<file path="src/rtl/decode_stage.sv">
// Registered RV32I/RV64I decode stage with a main+skid buffer between fetch and register-read.
// Optional feature: define DCR_ILLEGAL_TRAP_EN to flag unknown opcodes on DCR_illegal instead of issuing a NOP.
module decode_stage #(
  parameter int XLEN = 32,
  parameter int SKID = 1
) (
  input  logic            clk,
  input  logic            rst_n,
  input  logic            IF_valid,
  output logic            IF_ready,
  input  logic [31:0]     IF_ins,
  input  logic [XLEN-1:0] IF_pc,
  input  logic            flush,
  output logic            DCR_valid,
  input  logic            DCR_ready,
  output logic            DCR_wr_en,
  output logic            DCR_mem_en,
  output logic            DCR_mem_wr,
  output logic            DCR_imm_sel,
  output logic            DCR_branch,
  output logic            DCR_jump,
  output logic [2:0]      DCR_fn_3,
  output logic [4:0]      DCR_rd_sel,
  output logic [4:0]      DCR_rs1_sel,
  output logic [4:0]      DCR_rs2_sel,
  output logic [6:0]      DCR_fn_7,
  output logic [6:0]      DCR_opcode,
  output logic [XLEN-1:0] DCR_imm_val,
  output logic [XLEN-1:0] DCR_pc
`ifdef DCR_ILLEGAL_TRAP_EN
  ,
  output logic            DCR_illegal
`endif
);

  localparam logic [6:0] OP_R      = 7'b0110011;
  localparam logic [6:0] OP_I      = 7'b0010011;
  localparam logic [6:0] OP_LOAD   = 7'b0000011;
  localparam logic [6:0] OP_STORE  = 7'b0100011;
  localparam logic [6:0] OP_BRANCH = 7'b1100011;
  localparam logic [6:0] OP_LUI    = 7'b0110111;
  localparam logic [6:0] OP_AUIPC  = 7'b0010111;
  localparam logic [6:0] OP_JAL    = 7'b1101111;
  localparam logic [6:0] OP_JALR   = 7'b1100111;

  typedef struct packed {
    logic            wr_en;
    logic            mem_en;
    logic            mem_wr;
    logic            imm_sel;
    logic            branch;
    logic            jump;
    logic [2:0]      fn_3;
    logic [4:0]      rd_sel;
    logic [4:0]      rs1_sel;
    logic [4:0]      rs2_sel;
    logic [6:0]      fn_7;
    logic [6:0]      opcode;
    logic [XLEN-1:0] imm_val;
    logic [XLEN-1:0] pc;
`ifdef DCR_ILLEGAL_TRAP_EN
    logic            illegal;
`endif
  } dec_t;

  typedef enum logic [1:0] {EMPTY, ONE, TWO} state_t;

  function automatic logic [XLEN-1:0] sext(input logic [31:0] v);
    return XLEN'($signed(v));
  endfunction

  logic [31:0] imm_i, imm_s, imm_b, imm_u, imm_j;
  dec_t        dec, main_q, skid_q;
  state_t      state_q, state_d;
  logic        accept, pop, load_main_dec, load_main_skid, load_skid;

  assign imm_i = {{20{IF_ins[31]}}, IF_ins[31:20]};
  assign imm_s = {{20{IF_ins[31]}}, IF_ins[31:25], IF_ins[11:7]};
  assign imm_b = {{19{IF_ins[31]}}, IF_ins[31], IF_ins[7], IF_ins[30:25], IF_ins[11:8], 1'b0};
  assign imm_u = {IF_ins[31:12], 12'h000};
  assign imm_j = {{11{IF_ins[31]}}, IF_ins[31], IF_ins[19:12], IF_ins[20], IF_ins[30:21], 1'b0};

  // NOTE: every field is defaulted first so each opcode arm only sets what its format uses; no latches.
  always_comb begin
    dec        = '0;
    dec.pc     = IF_pc;
    dec.opcode = IF_ins[6:0];
    case (IF_ins[6:0])
      OP_R: begin
        dec.wr_en = 1'b1; dec.fn_3 = IF_ins[14:12]; dec.rd_sel = IF_ins[11:7];
        dec.rs1_sel = IF_ins[19:15]; dec.rs2_sel = IF_ins[24:20]; dec.fn_7 = IF_ins[31:25];
      end
      OP_I, OP_LOAD, OP_JALR: begin
        dec.wr_en = 1'b1; dec.imm_sel = 1'b1; dec.fn_3 = IF_ins[14:12];
        dec.rd_sel = IF_ins[11:7]; dec.rs1_sel = IF_ins[19:15]; dec.imm_val = sext(imm_i);
        dec.mem_en = (IF_ins[6:0] == OP_LOAD);
        dec.jump   = (IF_ins[6:0] == OP_JALR);
      end
      OP_STORE: begin
        dec.mem_en = 1'b1; dec.mem_wr = 1'b1; dec.imm_sel = 1'b1; dec.fn_3 = IF_ins[14:12];
        dec.rs1_sel = IF_ins[19:15]; dec.rs2_sel = IF_ins[24:20]; dec.imm_val = sext(imm_s);
      end
      OP_BRANCH: begin
        dec.branch = 1'b1; dec.imm_sel = 1'b1; dec.fn_3 = IF_ins[14:12];
        dec.rs1_sel = IF_ins[19:15]; dec.rs2_sel = IF_ins[24:20]; dec.imm_val = sext(imm_b);
      end
      OP_LUI, OP_AUIPC: begin
        dec.wr_en = 1'b1; dec.imm_sel = 1'b1; dec.rd_sel = IF_ins[11:7]; dec.imm_val = sext(imm_u);
      end
      OP_JAL: begin
        dec.wr_en = 1'b1; dec.imm_sel = 1'b1; dec.jump = 1'b1;
        dec.rd_sel = IF_ins[11:7]; dec.imm_val = sext(imm_j);
      end
      default: begin
`ifdef DCR_ILLEGAL_TRAP_EN
        dec.illegal = 1'b1;
`else
        dec.opcode = OP_I;
`endif
      end
    endcase
  end

  assign DCR_valid = (state_q != EMPTY);
  assign IF_ready  = rst_n && ((SKID != 0) ? (state_q != TWO) : (state_q == EMPTY || DCR_ready));
  assign accept    = IF_valid && IF_ready && !flush;
  assign pop       = DCR_valid && DCR_ready;

  always_comb begin
    state_d        = state_q;
    load_main_dec  = 1'b0;
    load_main_skid = 1'b0;
    load_skid      = 1'b0;
    if (flush) begin
      state_d = EMPTY;
    end else begin
      case (state_q)
        EMPTY: if (accept) begin state_d = ONE; load_main_dec = 1'b1; end
        ONE: begin
          if (accept && pop)  load_main_dec = 1'b1;
          else if (accept)    begin state_d = TWO; load_skid = 1'b1; end
          else if (pop)       state_d = EMPTY;
        end
        TWO:     if (pop) begin state_d = ONE; load_main_skid = 1'b1; end
        default: state_d = EMPTY;
      endcase
    end
  end

  always_ff @(posedge clk) begin
    if (!rst_n) begin
      state_q <= EMPTY;
      main_q  <= '0;
    end else begin
      state_q <= state_d;
      if (load_main_dec)       main_q <= dec;
      else if (load_main_skid) main_q <= skid_q;
    end
  end

  // NOTE: skid data is never visible unless the TWO state says it is valid, so it carries no reset.
  always_ff @(posedge clk) begin
    if (load_skid) skid_q <= dec;
  end

  assign DCR_wr_en   = main_q.wr_en;
  assign DCR_mem_en  = main_q.mem_en;
  assign DCR_mem_wr  = main_q.mem_wr;
  assign DCR_imm_sel = main_q.imm_sel;
  assign DCR_branch  = main_q.branch;
  assign DCR_jump    = main_q.jump;
  assign DCR_fn_3    = main_q.fn_3;
  assign DCR_rd_sel  = main_q.rd_sel;
  assign DCR_rs1_sel = main_q.rs1_sel;
  assign DCR_rs2_sel = main_q.rs2_sel;
  assign DCR_fn_7    = main_q.fn_7;
  assign DCR_opcode  = main_q.opcode;
  assign DCR_imm_val = main_q.imm_val;
  assign DCR_pc      = main_q.pc;
`ifdef DCR_ILLEGAL_TRAP_EN
  assign DCR_illegal = main_q.illegal;
`endif

endmodule

</file>
<file path="config.mk">
export PLATFORM = sky130hd
export DESIGN_NAME = decode_stage
export DESIGN_NICKNAME = d
export VERILOG_FILES = /design/src/rtl/decode_stage.sv
export SDC_FILE = /design/constraint.sdc
export NUM_CORES = 1
export LEC_CHECK = 0
export BUFFER_PORTS_ARGS = -buffer_cell sky130_fd_sc_hd__buf_2
export CAP_MARGIN = 20
export CORE_MARGIN = 2
export CORE_UTILIZATION = 59
export CTS_CLUSTER_SIZE = 25
export DETAILED_ROUTE_END_ITERATION = 10
export GPL_ROUTABILITY_DRIVEN = 0
export GPL_TIMING_DRIVEN = 0
export PLACE_DENSITY = 0.86
export SLEW_MARGIN = 25
export SYNTH_ARGS = -nofsm -noshare
export SYNTH_HDL_FRONTEND = slang
export SYNTH_SLANG_ARGS = --single-unit
</file>
<file path="constraint.sdc">
create_clock -name clk -period 17.9 [get_ports clk]
set_clock_uncertainty 0.05 [all_clocks]
set_input_delay 3.58 -clock clk [delete_from_list [all_inputs] [get_ports clk]]
set_output_delay 3.58 -clock clk [all_outputs]
set_load 0.005 [all_outputs]
</file>
==> metrics.txt, run 1 <==
status finished clean; first-pass GRT wire length about 35 mm; Setup crit end IF_ready; number of synthesized flops with an enable pin a little over 100; Worst setup SP type primary input; crit path cell chain buf_2 -> inv_2 -> clkbuf_1 -> clkbuf_1 -> a21oi_1 -> buf_2; Tcrit/Tclk final 48.6%; Die Width between 100 and 150 µm; dpl ws 9.24 ns; Clk Latency, worst-skew pair between 0.4 and 0.5 ns; Worst Hold Class reg -> reg; full die area 0.0153 mm²; drt drc 0; io pins between 150 and 200; distinct cell type count of the synthesized netlist 56; Core Area ~0.014 mm²; f_max roughly 120 MHz; LEAKAGE 0.00437 µW; Pre-antenna DRT Iters 5; initial antenna violation count 1; Clock Sinks just over 200; Mapped Cells 762; Worst EP required around 14 ns; crit path from rst_n; DRT antenna net count 0; Min-Delay Path Depth 2; starting density of the core around three fifths; Worst-path clk slew roughly 0.06 ns; P&R area growth vs syn 22.6%; number of global-route vias before repair around 6700; Final Hold Fails 0; share of cells above drive strength 1 ~28%; drt initial violations between 600 and 700; Crit Reg-Reg Startpoint state_q[0]; Yosys reg bits about 210; min Tclk post-route between 8 and 9 ns; setup TNS 0 ns; final wirelength approximately 23 mm; fraction of registers with async set/reset 0%; max cap viols 0; fin nets just over 1000; Critical-path top delay cell clkbuf_1; post-cts sizing count 0; sequential-to-total area share from yosys stat between 60% and 70%; Peak VDD IR 76.7 µV; Avg Inst Size Synth 11.1 µm²; via/cell ratio 6.12; I/O Buffers 168; largest stage delay on the critical path between 0.5 and 0.6 ns; Final HPWL DP ~16 mm; Setup Fix Bufs, Post-CTS 0; cts bufs inserted 21; setup violators final 0; largest net degree at the start of global routing 23; Cell Rows 43; crit path max fanout 10; chip height between 100 and 150 µm; Worst R2R Setup Slack approximately 16 ns; clock tree buffer depth 3; Final WS setup between 9 and 10 ns; crit path capture type output pin; Final Max Slew Viols 0; synthesized cell area between 0.008 and 0.009 mm²; final core utilization between 70% and 80%; R2R depth 7; Setup Crit Path Kind in -> out; Synth Flop Type dfxtp_1; mux share of post-synthesis cell area 3.79%; XOR/XNOR share of the synthesized area 0%; RR Endpoint DCR_pc[14]; Slew headroom 52.9%; CTS Root Cell clkbuf_16; DR WL/cell 19.9 µm; Fillers ~930; RSZ-0062 raised after global routing no; overflow left after global routing 0; CTS Hold Bufs 0; total track usage 29.5%; WP data arrival 5.06 ns; TritonCTS clock tree done; total of warnings raised by yosys 0; Synth Area in Adders 0%; Worst Max-Slew Pin Slew roughly 0.71 ns; PD cells around 100 mW/mm²; placed inst area about 0.0096 mm²; placed cells roughly 1100; largest family of logic cells by synthesized area compound AO/OA/AOI/OAI gates; non-filler instance count after layout between 1000 and 1500; CTS H-tree depth 1; vias ~7100; Post-Synth Simple-Gate Area 14.0%; cell area after layout 0.0103 mm²; Synth Area in Compound Gates between 10% and 20%
[power by group]
part	switching (µW)	leakage (µW)	internal [µW]
Sequential	4.92	0.00191	502
Clock	174	0.000334	269
Combinational	39.2	0.00212	25.9
[cell usage after synthesis, types with 9 or more instances]
master / count / area, µm²
a31oi_1: 15 / 93.8
dfxtp_1: 104 / 2080
clkbuf_1: 28 / 105
buf_2: 33 / 165
edfxtp_1: 102 / 3060
a21oi_1: 58 / 290
o21ai_0: 15 / 75.1
nand3_1: 17 / 85.1
mux2_2: 15 / 169
and2_1: 26 / 163
nand2_1: 146 / 548
o211a_1: 10 / 100
a22oi_1: 23 / 173
nor2_1: 19 / 71.3
a311oi_1: 25 / 219
o2111ai_1: 9 / 78.8
mux2i_1: 15 / 150
[worst min-delay path by stage]
stage                               from             end
after CTS                     DCR_pc[13]      DCR_pc[13]
after floorplan           DCR_rs2_sel[1]  DCR_rs2_sel[1]
after detailed placement      DCR_pc[13]      DCR_pc[13]
after global routing           DCR_pc[6]       DCR_pc[6]
final                         DCR_pc[13]      DCR_pc[13]
after global placement         DCR_pc[3]       DCR_pc[3]
[per-stage QoR]
stage / power [µW] / hold WS [ns]
after detailed placement: 580 / 0.394
after global routing: 1040 / 0.433
after global placement: 577 / 0.391
after CTS: 1010 / 0.402
final: 1010 / 0.404
after floorplan: 547 / 0.398
[critical path: cells and delay by family]
| kind | cells | cell delay [ns] |
|---|---|---|
| compound gates | 1 | 0.07 |
| buf+inv | 5 | 1.41 |
[flip-flops by register name, indices dropped and copies added, names as in the netlist]
name / flops
DCR_branch: 1
DCR_fn_3: 3
DCR_fn_7: 7
DCR_imm_sel: 1
DCR_imm_val: 32
DCR_jump: 1
DCR_mem_en: 1
DCR_mem_wr: 1
DCR_opcode: 7
DCR_pc: 32
DCR_rd_sel: 5
DCR_rs1_sel: 5
DCR_rs2_sel: 5
DCR_wr_en: 1
skid_q: 102
state_q: 2
[cells in the final DEF (no fill, tap or decap), types with 4 or more instances in the layout]
cell type and instances:
buf_16 5, a31oi_1 15, o22ai_1 5, edfxtp_1 102
nor3_1 7, clkbuf_16 21, nand3_1 17, a21o_1 8
a22o_1 4, a22oi_1 23, dfxtp_1 104, a311oi_1 25
mux2i_1 15, nand2_1 146, a2bb2oi_1 7, o2111ai_1 9
o211ai_1 8, and2_1 26, nor2b_1 8, o21ai_0 15
inv_1 4, clkbuf_1 37, a21oi_1 58, a211oi_1 7
nor2_1 18, mux2_2 15, o211a_1 10, buf_2 201
[cell type report]
cell class	instances	area, µm²	share of cell area (%)
Sequential cell	206	5140	49.8
Clock buffer	32	587	5.68
Tap cell	180	225	2.18
Antenna cell	1	2.50	0.0242
Timing Repair Buffer	173	978	9.47
Buffer	65	295	2.86
Multi-Input combinational cell	487	2980	28.9
Clock inverter	5	100	0.969
Inverter	5	18.8	0.182
[routing by layer]
metal	global-route usage, %	up-vias	wire length, µm
met5	0	-	0
met3	5.44	77	2190
li1	-	3216	-
met1	39.5	3356	8960
met4	11.5	0	793
met2	47.8	412	11000
[logic make-up after synthesis]
family / after synthesis
AO/OA/AOI/OAI: 209
other: 1
flip-flops: 206
AND/OR/NAND/NOR: 246
multiplexers: 30
buffers and inverters: 70
Note: power is estimated with default switching activity, not from simulation.
==> inputs of run 2 (changes only) <==
--- a/config.mk
+++ b/config.mk
@@ -8,12 +8,12 @@
 export BUFFER_PORTS_ARGS = -buffer_cell sky130_fd_sc_hd__buf_2
 export CAP_MARGIN = 20
 export CORE_MARGIN = 2
-export CORE_UTILIZATION = 59
+export CORE_UTILIZATION = 55
 export CTS_CLUSTER_SIZE = 25
 export DETAILED_ROUTE_END_ITERATION = 10
 export GPL_ROUTABILITY_DRIVEN = 0
 export GPL_TIMING_DRIVEN = 0
-export PLACE_DENSITY = 0.86
+export PLACE_DENSITY = 0.81
 export SLEW_MARGIN = 25
 export SYNTH_ARGS = -nofsm -noshare
 export SYNTH_HDL_FRONTEND = slang
==> constraint.sdc (replaced) <==
create_clock -name clk -period 8 [get_ports clk]
set_clock_uncertainty 0.05 [all_clocks]
set_input_delay 1.6 -clock clk [delete_from_list [all_inputs] [get_ports clk]]
set_output_delay 1.6 -clock clk [all_outputs]
set_load 0.005 [all_outputs]
==> run 2 against run 1 <==
Compared with the run above: design area is essentially flat; routed wire length down 0.16%; critical path depth is the same.
==> metrics.txt, run 2 (synthesis results as in run 1) <==
first-pass GRT wire length 35.3 mm (+2.3%); DRT antenna net count 0 (unchanged); Setup Fix Bufs, Post-CTS 0 (unchanged); commonest cells after routing, fill and taps aside 201 x buf_2, 146 x nand2_1, 104 x dfxtp_1; post-cts sizing count 0 (unchanged); Worst EP required 6.35 ns (-7.92 ns); Min-Delay Path Depth 2 (unchanged); initial antenna violation count 0 (-1); Top reg by flops skid_q; number of cells on the critical path 6 (unchanged); Worst-path clk slew 0.06 ns (about the same); Cell Rows 45 (+4.7%); largest stage delay on the critical path 0.50 ns (about the same); WP data arrival 3.06 ns (-2.00 ns); setup TNS 0 ns (unchanged); DR WL/cell 19.7 µm (-0.84%); PD cells 218 mW/mm² (+120%); Antenna Cells 0 (-1); total track usage 27.4% (-2.1 points); Pre-antenna DRT Iters 4 (-1); R2R depth 6 (-1); Final HPWL DP 15.8 mm (+0.43%); overflow left after global routing 0 (unchanged); WP buf/inv 5 (unchanged); share of cells above drive strength 1 27.9% (+0.28 points); full die area 0.0163 mm² (+7.0%); Final WS setup 3.29 ns (-5.92 ns); critical path's top delay family buffers and inverters; total power 2250 µW (+120%); CTS Hold Bufs 0 (unchanged); max FFs per register 102 (unchanged); Tcrit/Tclk final 58.9%; dpl ws 3.34 ns (-5.90 ns); Critical-path top delay cell clkbuf_1; crit path capture type output pin; drt drc 0 (unchanged); Final Hold Fails 0 (unchanged); cts bufs inserted 21 (unchanged); Clock Sinks 206 (unchanged); min Tclk post-route 4.71 ns; LEAKAGE 0.00437 µW (about the same); crit path max fanout 10 (unchanged); crit path cell chain buf_2 -> inv_2 -> clkbuf_1 -> clkbuf_1 -> a21oi_1 -> buf_2; I/O Buffers 168 (unchanged); Worst setup SP type primary input; number of global-route vias before repair 6618 (-0.78%); P&R area growth vs syn 22.5% (about the same); via/cell ratio 5.98 (-2.3%); RSZ-0062 raised after global routing no; vias 6946 (-1.6%); fin nets 1028 (unchanged); final core utilization 68.4% (-5.7 points); largest net degree at the start of global routing 26 (+13%); setup violators final 0 (unchanged); Peak VDD IR 231 µV (+200%); Clk Latency, worst-skew pair 0.50 ns (about the same); commonest non-fill, non-tap cell in the layout buf_2; Worst R2R Setup Slack 5.89 ns (-9.85 ns); f_max approximately 210 MHz; final wirelength 22.9 mm (-0.16%); TritonCTS clock tree done; max cap viols 0 (unchanged); starting density of the core 55.9% (-4.6 points); io pins 173 (unchanged); Core Area 0.0151 mm² (+8.3%); Setup Crit Path Kind in -> out; Worst Hold Class reg -> reg; Slew headroom 53.4% (+0.56 points); chip height 128 µm (+3.5%); CTS Root Cell clkbuf_16; drt initial violations 706 (+7.1%); Worst Max-Slew Pin Slew 0.697 ns (-0.00971 ns); CTS H-tree depth 1 (unchanged); clock tree buffer depth 3 (unchanged); status finished clean; Final Max Slew Viols 0 (unchanged); Die Width 128 µm (+3.5%)
run 2: where the power goes:
part | total [µW] | leakage, µW | internal, µW | switching (µW)
registers | 1130 | 0.00191 | 1120 | 10.8
logic | 144 | 0.00211 | 57.8 | 86.2
clock network | 970 | 0.000337 | 564 | 406
run 2: final cells by class:
| type | instances | area [µm²] |
|---|---|---|
| clock buffers | 29 | 607 |
| clock inverters | 9 | 71.3 |
| fillers | 1140 | 4760 |
| well taps | 188 | 235 |
| multi-input cells | 487 | 2980 |
| inverters | 5 | 18.8 |
| flip-flops and latches | 206 | 5140 |
| plain buffers | 65 | 295 |
| repair buffers | 173 | 971 |
run 2: worst reg2reg max path, stage by stage, from the launching register on:
cell and delay [ns]:
dfxtp_1 0.30, clkbuf_2 0.17, nand4bb_1 0.14, clkbuf_1 0.38, clkbuf_1 0.49, nand2_1 0.13
a311oi_1 0.33
run 2: through the flow:
stage / instances / area (µm²) / hold WS, ns
after floorplan: 763 / 8430 / 0.398
after global placement: 1119 / 9510 / 0.388
after detailed placement: 1124 / 9650 / 0.393
after CTS: 1162 / 10300 / 0.402
after global routing: 1162 / 10300 / 0.414
final: 1162 / 10300 / 0.403
run 2: path summary, 6_finish.rpt:
path                                  from        endpoint
worst max-delay path                 rst_n        IF_ready
worst max register to register  state_q[0]  DCR_rs2_sel[3]
worst min register to register   DCR_pc[8]       DCR_pc[8]
worst min-delay path             DCR_pc[8]       DCR_pc[8]
run 2: layer usage:
layer	global-route usage, %	wire, µm	vias up	part of all wire, %
met1	37.6	9590	3386	42
met4	8.86	646	0	2.8
li1	-	-	3198	-
met3	5.72	1840	50	8.0
met5	0	0	-	0
met2	44.1	10800	312	47
